--- src/rtl/csr_file_if.sv ---
// csr_file_if: bus bundle between the core/interrupt controller and the machine-mode CSR file
// Signals:
//   reg_read_address_id / id_reg_read_data          ID-stage combinational CSR read
//   reg_write_enable_ex / _address_ex / _data_ex    Zicsr write from EX (data already merged)
//   clint_reg_we / clint_reg_wa / clint_reg_wd      interrupt-controller write (wins on collision)
//   csr_mtvec / csr_mepc / csr_mstatus              stored values back to the interrupt controller
//   interrupt_enable                                mstatus.MIE & mie.MEIE
// Modports: master drives requests (core side), slave is the CSR file.
interface csr_file_if;
  logic [11:0] reg_read_address_id;
  logic [31:0] id_reg_read_data;
  logic        reg_write_enable_ex;
  logic [11:0] reg_write_address_ex;
  logic [31:0] reg_write_data_ex;
  logic        clint_reg_we;
  logic [11:0] clint_reg_wa;
  logic [31:0] clint_reg_wd;
  logic [31:0] csr_mtvec;
  logic [31:0] csr_mepc;
  logic [31:0] csr_mstatus;
  logic        interrupt_enable;
  modport master (
    output reg_read_address_id, reg_write_enable_ex, reg_write_address_ex, reg_write_data_ex,
           clint_reg_we, clint_reg_wa, clint_reg_wd,
    input  id_reg_read_data, csr_mtvec, csr_mepc, csr_mstatus, interrupt_enable
  );
  modport slave (
    input  reg_read_address_id, reg_write_enable_ex, reg_write_address_ex, reg_write_data_ex,
           clint_reg_we, clint_reg_wa, clint_reg_wd,
    output id_reg_read_data, csr_mtvec, csr_mepc, csr_mstatus, interrupt_enable
  );
endinterface

--- src/rtl/csr_file.sv ---
// csr_file: machine-mode CSR file (mstatus, mie, mtvec, mscratch, mepc, mcause, optional mcycle)
// Ports:
//   clk  core clock
//   rst  asynchronous active-high reset
//   bus  csr_file_if.slave: ID read, EX Zicsr write, interrupt-controller write, live CSR outputs
// Parameter RESET_MTVEC: reset value of mtvec (bits [1:0] forced to 0).
// Define CSR_CYCLE_COUNTER_EN to build the 64-bit free-running mcycle/mcycleh counter.
module csr_file #(
  parameter logic [31:0] RESET_MTVEC = 32'h0000_0000
) (
  input  logic clk,
  input  logic rst,
  csr_file_if.slave bus
);
  localparam int N = 6;
  localparam logic [11:0] A_MTVEC = 12'h305;
  localparam logic [11:0] A_MEPC  = 12'h341;
  localparam logic [11:0] ADDR [N] = '{12'h300, 12'h304, 12'h305, 12'h340, 12'h341, 12'h342};
  logic        w_c_we, w_e_we;
  logic [11:0] w_c_wa, w_e_wa, w_rd_a;
  logic [31:0] w_c_wd, w_e_wd;
  logic [31:0] r_csr [N];
  logic [N-1:0] w_c_sel, w_e_sel;
  logic [31:0] w_stored;
  logic        w_impl;
  assign w_c_we = bus.clint_reg_we;
  assign w_c_wa = bus.clint_reg_wa;
  assign w_c_wd = bus.clint_reg_wd;
  assign w_e_we = bus.reg_write_enable_ex;
  assign w_e_wa = bus.reg_write_address_ex;
  assign w_e_wd = bus.reg_write_data_ex;
  assign w_rd_a = bus.reg_read_address_id;
  // mtvec is direct-mode only and mepc holds an aligned PC, so their low two bits never store
  function automatic logic [31:0] f_mask(input logic [11:0] a, input logic [31:0] d);
    return (a == A_MTVEC || a == A_MEPC) ? {d[31:2], 2'b00} : d;
  endfunction
  always_comb begin
    for (int i = 0; i < N; i++) begin
      w_c_sel[i] = w_c_we && w_c_wa == ADDR[i];
      w_e_sel[i] = w_e_we && w_e_wa == ADDR[i];
    end
  end
  // clint data wins when both writers hit the same register
  always_ff @(posedge clk or posedge rst)
    if (rst)
      for (int i = 0; i < N; i++) r_csr[i] <= ADDR[i] == A_MTVEC ? {RESET_MTVEC[31:2], 2'b00} : '0;
    else
      for (int i = 0; i < N; i++)
        if (w_c_sel[i] || w_e_sel[i]) r_csr[i] <= f_mask(ADDR[i], w_c_sel[i] ? w_c_wd : w_e_wd);
`ifdef CSR_CYCLE_COUNTER_EN
  localparam logic [11:0] A_MCYCLE  = 12'hB00;
  localparam logic [11:0] A_MCYCLEH = 12'hB80;
  logic [31:0] r_cyc_lo, r_cyc_hi;
  logic        w_lo_c, w_lo_e, w_hi_c, w_hi_e;
  assign w_lo_c = w_c_we && w_c_wa == A_MCYCLE;
  assign w_lo_e = w_e_we && w_e_wa == A_MCYCLE;
  assign w_hi_c = w_c_we && w_c_wa == A_MCYCLEH;
  assign w_hi_e = w_e_we && w_e_wa == A_MCYCLEH;
  // a write to either half suppresses the low-to-high carry for that edge
  always_ff @(posedge clk or posedge rst)
    if (rst) begin
      r_cyc_lo <= '0;
      r_cyc_hi <= '0;
    end else begin
      r_cyc_lo <= w_lo_c ? w_c_wd : w_lo_e ? w_e_wd : r_cyc_lo + 32'd1;
      r_cyc_hi <= w_hi_c ? w_c_wd : w_hi_e ? w_e_wd :
                  r_cyc_hi + {31'd0, !(w_lo_c || w_lo_e) && &r_cyc_lo};
    end
`endif
  always_comb begin
    w_stored = '0;
    w_impl   = 1'b0;
    for (int i = 0; i < N; i++)
      if (w_rd_a == ADDR[i]) begin
        w_stored = r_csr[i];
        w_impl   = 1'b1;
      end
`ifdef CSR_CYCLE_COUNTER_EN
    if (w_rd_a == A_MCYCLE) begin
      w_stored = r_cyc_lo;
      w_impl   = 1'b1;
    end
    if (w_rd_a == A_MCYCLEH) begin
      w_stored = r_cyc_hi;
      w_impl   = 1'b1;
    end
`endif
  end
  // pending writes to the read address are forwarded, clint first; unimplemented reads give 0
  assign bus.id_reg_read_data = !w_impl ? '0 :
                                (w_c_we && w_c_wa == w_rd_a) ? f_mask(w_rd_a, w_c_wd) :
                                (w_e_we && w_e_wa == w_rd_a) ? f_mask(w_rd_a, w_e_wd) : w_stored;
  assign bus.csr_mstatus      = r_csr[0];
  assign bus.csr_mtvec        = r_csr[2];
  assign bus.csr_mepc         = r_csr[4];
  assign bus.interrupt_enable = r_csr[0][3] & r_csr[1][11];
endmodule

--- src/flat_wrapper.sv ---
// flat-port wrapper written by rule: the top's interface ports become plain ports
module csr_file_flat 
#(
  parameter logic [31:0] RESET_MTVEC = 32'h0000_0000
)
  (clk, rst, bus_reg_read_address_id, bus_reg_write_enable_ex, bus_reg_write_address_ex, bus_reg_write_data_ex, bus_clint_reg_we, bus_clint_reg_wa, bus_clint_reg_wd, bus_id_reg_read_data, bus_csr_mtvec, bus_csr_mepc, bus_csr_mstatus, bus_interrupt_enable);
  csr_file_if bus_i ();
  input  logic clk;
  input  logic rst;
  input wire logic [$bits(bus_i.reg_read_address_id)-1:0] bus_reg_read_address_id;
  input wire logic [$bits(bus_i.reg_write_enable_ex)-1:0] bus_reg_write_enable_ex;
  input wire logic [$bits(bus_i.reg_write_address_ex)-1:0] bus_reg_write_address_ex;
  input wire logic [$bits(bus_i.reg_write_data_ex)-1:0] bus_reg_write_data_ex;
  input wire logic [$bits(bus_i.clint_reg_we)-1:0] bus_clint_reg_we;
  input wire logic [$bits(bus_i.clint_reg_wa)-1:0] bus_clint_reg_wa;
  input wire logic [$bits(bus_i.clint_reg_wd)-1:0] bus_clint_reg_wd;
  output wire logic [$bits(bus_i.id_reg_read_data)-1:0] bus_id_reg_read_data;
  output wire logic [$bits(bus_i.csr_mtvec)-1:0] bus_csr_mtvec;
  output wire logic [$bits(bus_i.csr_mepc)-1:0] bus_csr_mepc;
  output wire logic [$bits(bus_i.csr_mstatus)-1:0] bus_csr_mstatus;
  output wire logic [$bits(bus_i.interrupt_enable)-1:0] bus_interrupt_enable;
  assign bus_i.reg_read_address_id = bus_reg_read_address_id;
  assign bus_i.reg_write_enable_ex = bus_reg_write_enable_ex;
  assign bus_i.reg_write_address_ex = bus_reg_write_address_ex;
  assign bus_i.reg_write_data_ex = bus_reg_write_data_ex;
  assign bus_i.clint_reg_we = bus_clint_reg_we;
  assign bus_i.clint_reg_wa = bus_clint_reg_wa;
  assign bus_i.clint_reg_wd = bus_clint_reg_wd;
  assign bus_id_reg_read_data = bus_i.id_reg_read_data;
  assign bus_csr_mtvec = bus_i.csr_mtvec;
  assign bus_csr_mepc = bus_i.csr_mepc;
  assign bus_csr_mstatus = bus_i.csr_mstatus;
  assign bus_interrupt_enable = bus_i.interrupt_enable;
  csr_file #(.RESET_MTVEC(RESET_MTVEC)) u_core (.clk(clk), .rst(rst), .bus(bus_i));
endmodule
--- config.mk ---
export PLATFORM = sky130hd
export DESIGN_NAME = csr_file_flat
export DESIGN_NICKNAME = d
export VERILOG_FILES = /design/src/rtl/csr_file_if.sv /design/src/rtl/csr_file.sv /design/src/flat_wrapper.sv
export SDC_FILE = /design/constraint.sdc
export NUM_CORES = 1
export LEC_CHECK = 0
export ABC_AREA = 1
export CORE_MARGIN = 2
export CORE_UTILIZATION = 52
export CTS_CLUSTER_DIAMETER = 120
export DETAILED_ROUTE_END_ITERATION = 8
export HOLD_SLACK_MARGIN = 0.15
export PLACE_DENSITY = 0.77
export SLEW_MARGIN = 20
export SYNTH_ARGS = -nofsm -noshare
export SYNTH_HDL_FRONTEND = slang
export SYNTH_SLANG_ARGS = --single-unit
--- constraint.sdc ---
create_clock -name clk -period 12 [get_ports clk]
set_clock_uncertainty 0.2 [all_clocks]
set_input_delay 2.4 -clock clk [delete_from_list [all_inputs] [get_ports clk]]
set_output_delay 2.4 -clock clk [all_outputs]
set_load 0.005 [all_outputs]
==> summary.md <==
By area the synthesized netlist is led by dfrtp_1 37%, nand2_1 14%, o21ai_0 7.5%. Dividing the synthesized area by the synthesized cell count gives 7.19 um^2. In this run, CTS created clock tree buffers numbering 17. Post-CTS timing repair inserted 0 buffers for setup. The critical path required time was 9.40 ns; the maximum number of pins on one net before global-route repair was 143. The H-tree was split into 4 levels. Once detailed placement completed, the half-perimeter wirelength came to 27900 um. The logs give 12925 for the via count of the first global-routing pass and 71900 um for the wire length of the first global-routing pass. The design draws 1.35 mW.

For the routed wire length, the log shows 46500 um. Portion of netlist area occupied by mux cells: 0. The tools report the endpoint class of the critical path as an output pin. The floorplan step defined a core boundary enclosing 24100 um^2.

TritonCTS built the clock tree. The total routing usage reported by global routing was 0.360. The area share of xor/xnor cells in the synthesized design works out to 0.00762.

The cell area that synthesis handed to floorplanning was 12600 um^2. The run gives 1 as the number of antenna violations at the first check in global routing. The kind of cell with the highest combined delay along the critical path is buffers and inverters. The critical path data arrival time came out at 6.52 ns. The critical path is of the in2out type.

In this run the worst path has a maximum fanout of 32. Setup violations remaining at the end of the flow were counted as 0. Summed over all failing endpoints, the final setup total negative slack is 0 ns. The initial DRC count was 1836; the worst hold margin was 0.309 ns.

The tools report the minimum setup slack in the final design as 2.88 ns. The proportion of layout cells with a drive suffix above 1 works out to 0.0542. The flow ran to the end, and the final reports show no timing, DRC or antenna violations.

The final worst-path cycle share is 0.760. In this run the worst hold path is classified as reg2reg. After detailed routing, the number of remaining DRC violations is 0. Effective utilization at floorplan: 0.525.

The total congestion overflow was 0; the post-route minimum period was 9.12 ns. The largest single stage delay on the critical path is 0.80 ns. The buffering stage count on the worst path with inverters included came out at 3.

The number of gates resized after CTS was 0. The floorplan step defined a die boundary enclosing 25600 um^2. Based on the critical path, the design can be clocked at up to 110 MHz. In this run the horizontal extent of the chip is 160 um. The count of nets left with antenna violations once routing finished came out at 0. The headroom to the max-slew limit is 0.230. The cell that appears most often on the critical path is clkdlybuf4s50_1. The top cell type by total area after synthesis was dfrtp_1. The run gives 1759 as the post-synthesis cell count. Measured along the y axis, the die boundary spans 160 um.

The area overhead of the layout relative to synthesis is 17.5%. Across the VDD grid, the largest voltage drop is 87.4 uV. After synthesis, the netlist uses 41 different library cells. Number of max-slew violations in the final report: 0.

Clock-pin slew was measured on the worst setup and hold paths at 0.06 ns. The tree built by TritonCTS fans out to 188 sinks. OpenSTA, run right after detailed placement, puts the worst setup slack at 2.91 ns. Power spread over the standard cell area amounts to 90.7 nW/um^2. The via count normalized by instance count is 6.23, and the total of warnings raised by yosys is 0.

CTS placed an instance of clkbuf_16 at the clock tree root. For this design, the slowest cell found on the critical path is inv_2. Area fraction in and, or, nand and nor cells after synthesis: 0.243.

For the pin with the worst max-slew slack, the measured transition is 1.15 ns. The logs give 1919 for the number of nets in the final layout and 233 for the count of boundary I/O pins. The tool flagged a number of max-cap violations equal to 0. The average wire per cell in the routed design was 21.6 um.

The critical path goes through clkdlybuf4s50_1 > nor2_1 > nand3_1 > nor2_4 > nand2_2 > inv_2 > nor2_2 > nand4_2 > o21ai_0 > a21oi_1 > clkdlybuf4s50_1. Launching element type of the critical path: an input pin. The fraction of the mapped netlist area in compound gates is 0.222.

After filler insertion, the fill cell instance count of the layout stands at 2212. The count of final hold-check violations is 0, and the flip-flop and latch count after synthesis is 188. Setup repair after global routing left no endpoint under its margin. The first detailed-routing pass ran for 6 iterations.

After floorplanning, the core was divided into 57 placement rows. The sequential share of the synthesized area is 0.372. The quantity of I/O buffers inserted on ports is 228, and the buffer levels on the longest clock path is 2. The top cell types in the final layout, fill and taps aside, are 473 x nand2_1, 228 x clkdlybuf4s50_1, 189 x o21ai_0, 188 x dfrtp_1, 165 x inv_1.

The share of synthesized cell area in full adder, half adder and majority cells came out at 0. The static power due to leakage came out at 6.99 nW. The share of the synthesized area in the top cell type works out to 0.372. The tools report the number of buffers added to fix hold violations after cts as 0.

The most frequent standard cell in the layout excluding fill and tap cells was nand2_1. The combinational family with the most area after synthesis is simple AND/OR/NAND/NOR gates. The via total after detailed routing is 13409. At the later pin of the worst-skew pair, clock insertion delay measures 0.43 ns. Routability-driven placement finished with a final weighted congestion of 0.904.
## logic make-up (layout without fill, tap and decap cells)
kind of cell | count (synthesis) | in the layout
AND/OR/NAND/NOR | 711 | 711
flip-flops | 188 | 188
AO/OA/AOI/OAI | 459 | 459
other | 1 | 5
XOR/XNOR | 11 | 11
buffers and inverters | 389 | 453
## worst min-delay path, delay by kind of cell (launching register included)
family           cells  cell delay [ns]
DFF                  1             0.34
and+or+nand+nor      2             0.13
## synth_stat cells (all sizes together)
library cell,instances
conb,1
nand3b,4
a21oi,91
a31oi,15
nand4,20
o221a,18
o21ai,214
nor4,3
inv,176
nand2,484
a41oi,1
nor2,72
o211ai,37
dfrtp,188
o221ai,63
buf,153
o41ai,1
clkbuf,60
nand3,122
xor2,2
xnor2,9
nor3,6
o22ai,19
## state kept, by name, summed over array words and instances, names as in the netlist
| register | flops |
|---|---|
| u_core.bus.csr_mepc | 30 |
| u_core.bus.csr_mtvec | 30 |
| u_core.r_csr | 96 |
| u_core.bus.csr_mstatus | 32 |
## path summary, 6_finish.rpt
check                      slack, ns                  startpoint  cells after the start                   endpoint
max reg2reg                    10.98   u_core.bus.csr_mstatus[3]                      2  u_core.bus.csr_mstatus[3]
min in group asynchronous       2.36                         rst                      2    u_core.bus.csr_mepc[26]
max in group asynchronous       7.94                         rst                      3   u_core.bus.csr_mtvec[12]
min                             0.31           u_core.r_csr[145]                      2          u_core.r_csr[145]
max                             2.88  bus_reg_read_address_id[5]                     11    bus_id_reg_read_data[4]
min reg2reg                     0.31           u_core.r_csr[145]                      2          u_core.r_csr[145]
## metal layers
layer	GRT usage	vias up	part of all wire
met3	0.0862	128	0.12
met1	0.470	6383	0.38
met4	0.147	0	0.032
li1	-	5933	-
met2	0.579	965	0.46
met5	0	-	0
## area by class of cell
| class | count | area (um^2) | share of cell area |
|---|---|---|---|
| inverter | 176 | 668 | 0.0450 |
| tap | 324 | 405 | 0.0273 |
| clock inverter | 5 | 83.8 | 0.00564 |
| multi-input combinational | 1185 | 6050 | 0.407 |
| timing repair buffer | 247 | 2440 | 0.165 |
| antenna | 1 | 2.50 | 0.000168 |
| clock buffer | 25 | 495 | 0.0334 |
| sequential | 188 | 4700 | 0.317 |
## report_power, final
group	switching [mW]	leakage, nW	total (mW)	internal, mW
registers	0.00528	2.45	0.646	0.641
clock network	0.249	0.276	0.577	0.328
logic	0.0738	4.26	0.125	0.0511
## through the flow
stage / instances / instance area (um^2) / utilization
2_1_floorplan: 1762 / 12700 / -
3_3_place_gp: 2119 / 14200 / 0.591
3_5_place_dp: 2119 / 14200 / 0.591
4_1_cts: 2149 / 14800 / 0.615
5_1_grt: 2151 / 14900 / 0.616
6_report: 2151 / 14900 / 0.616
Power figures use the tool's default switching activity.
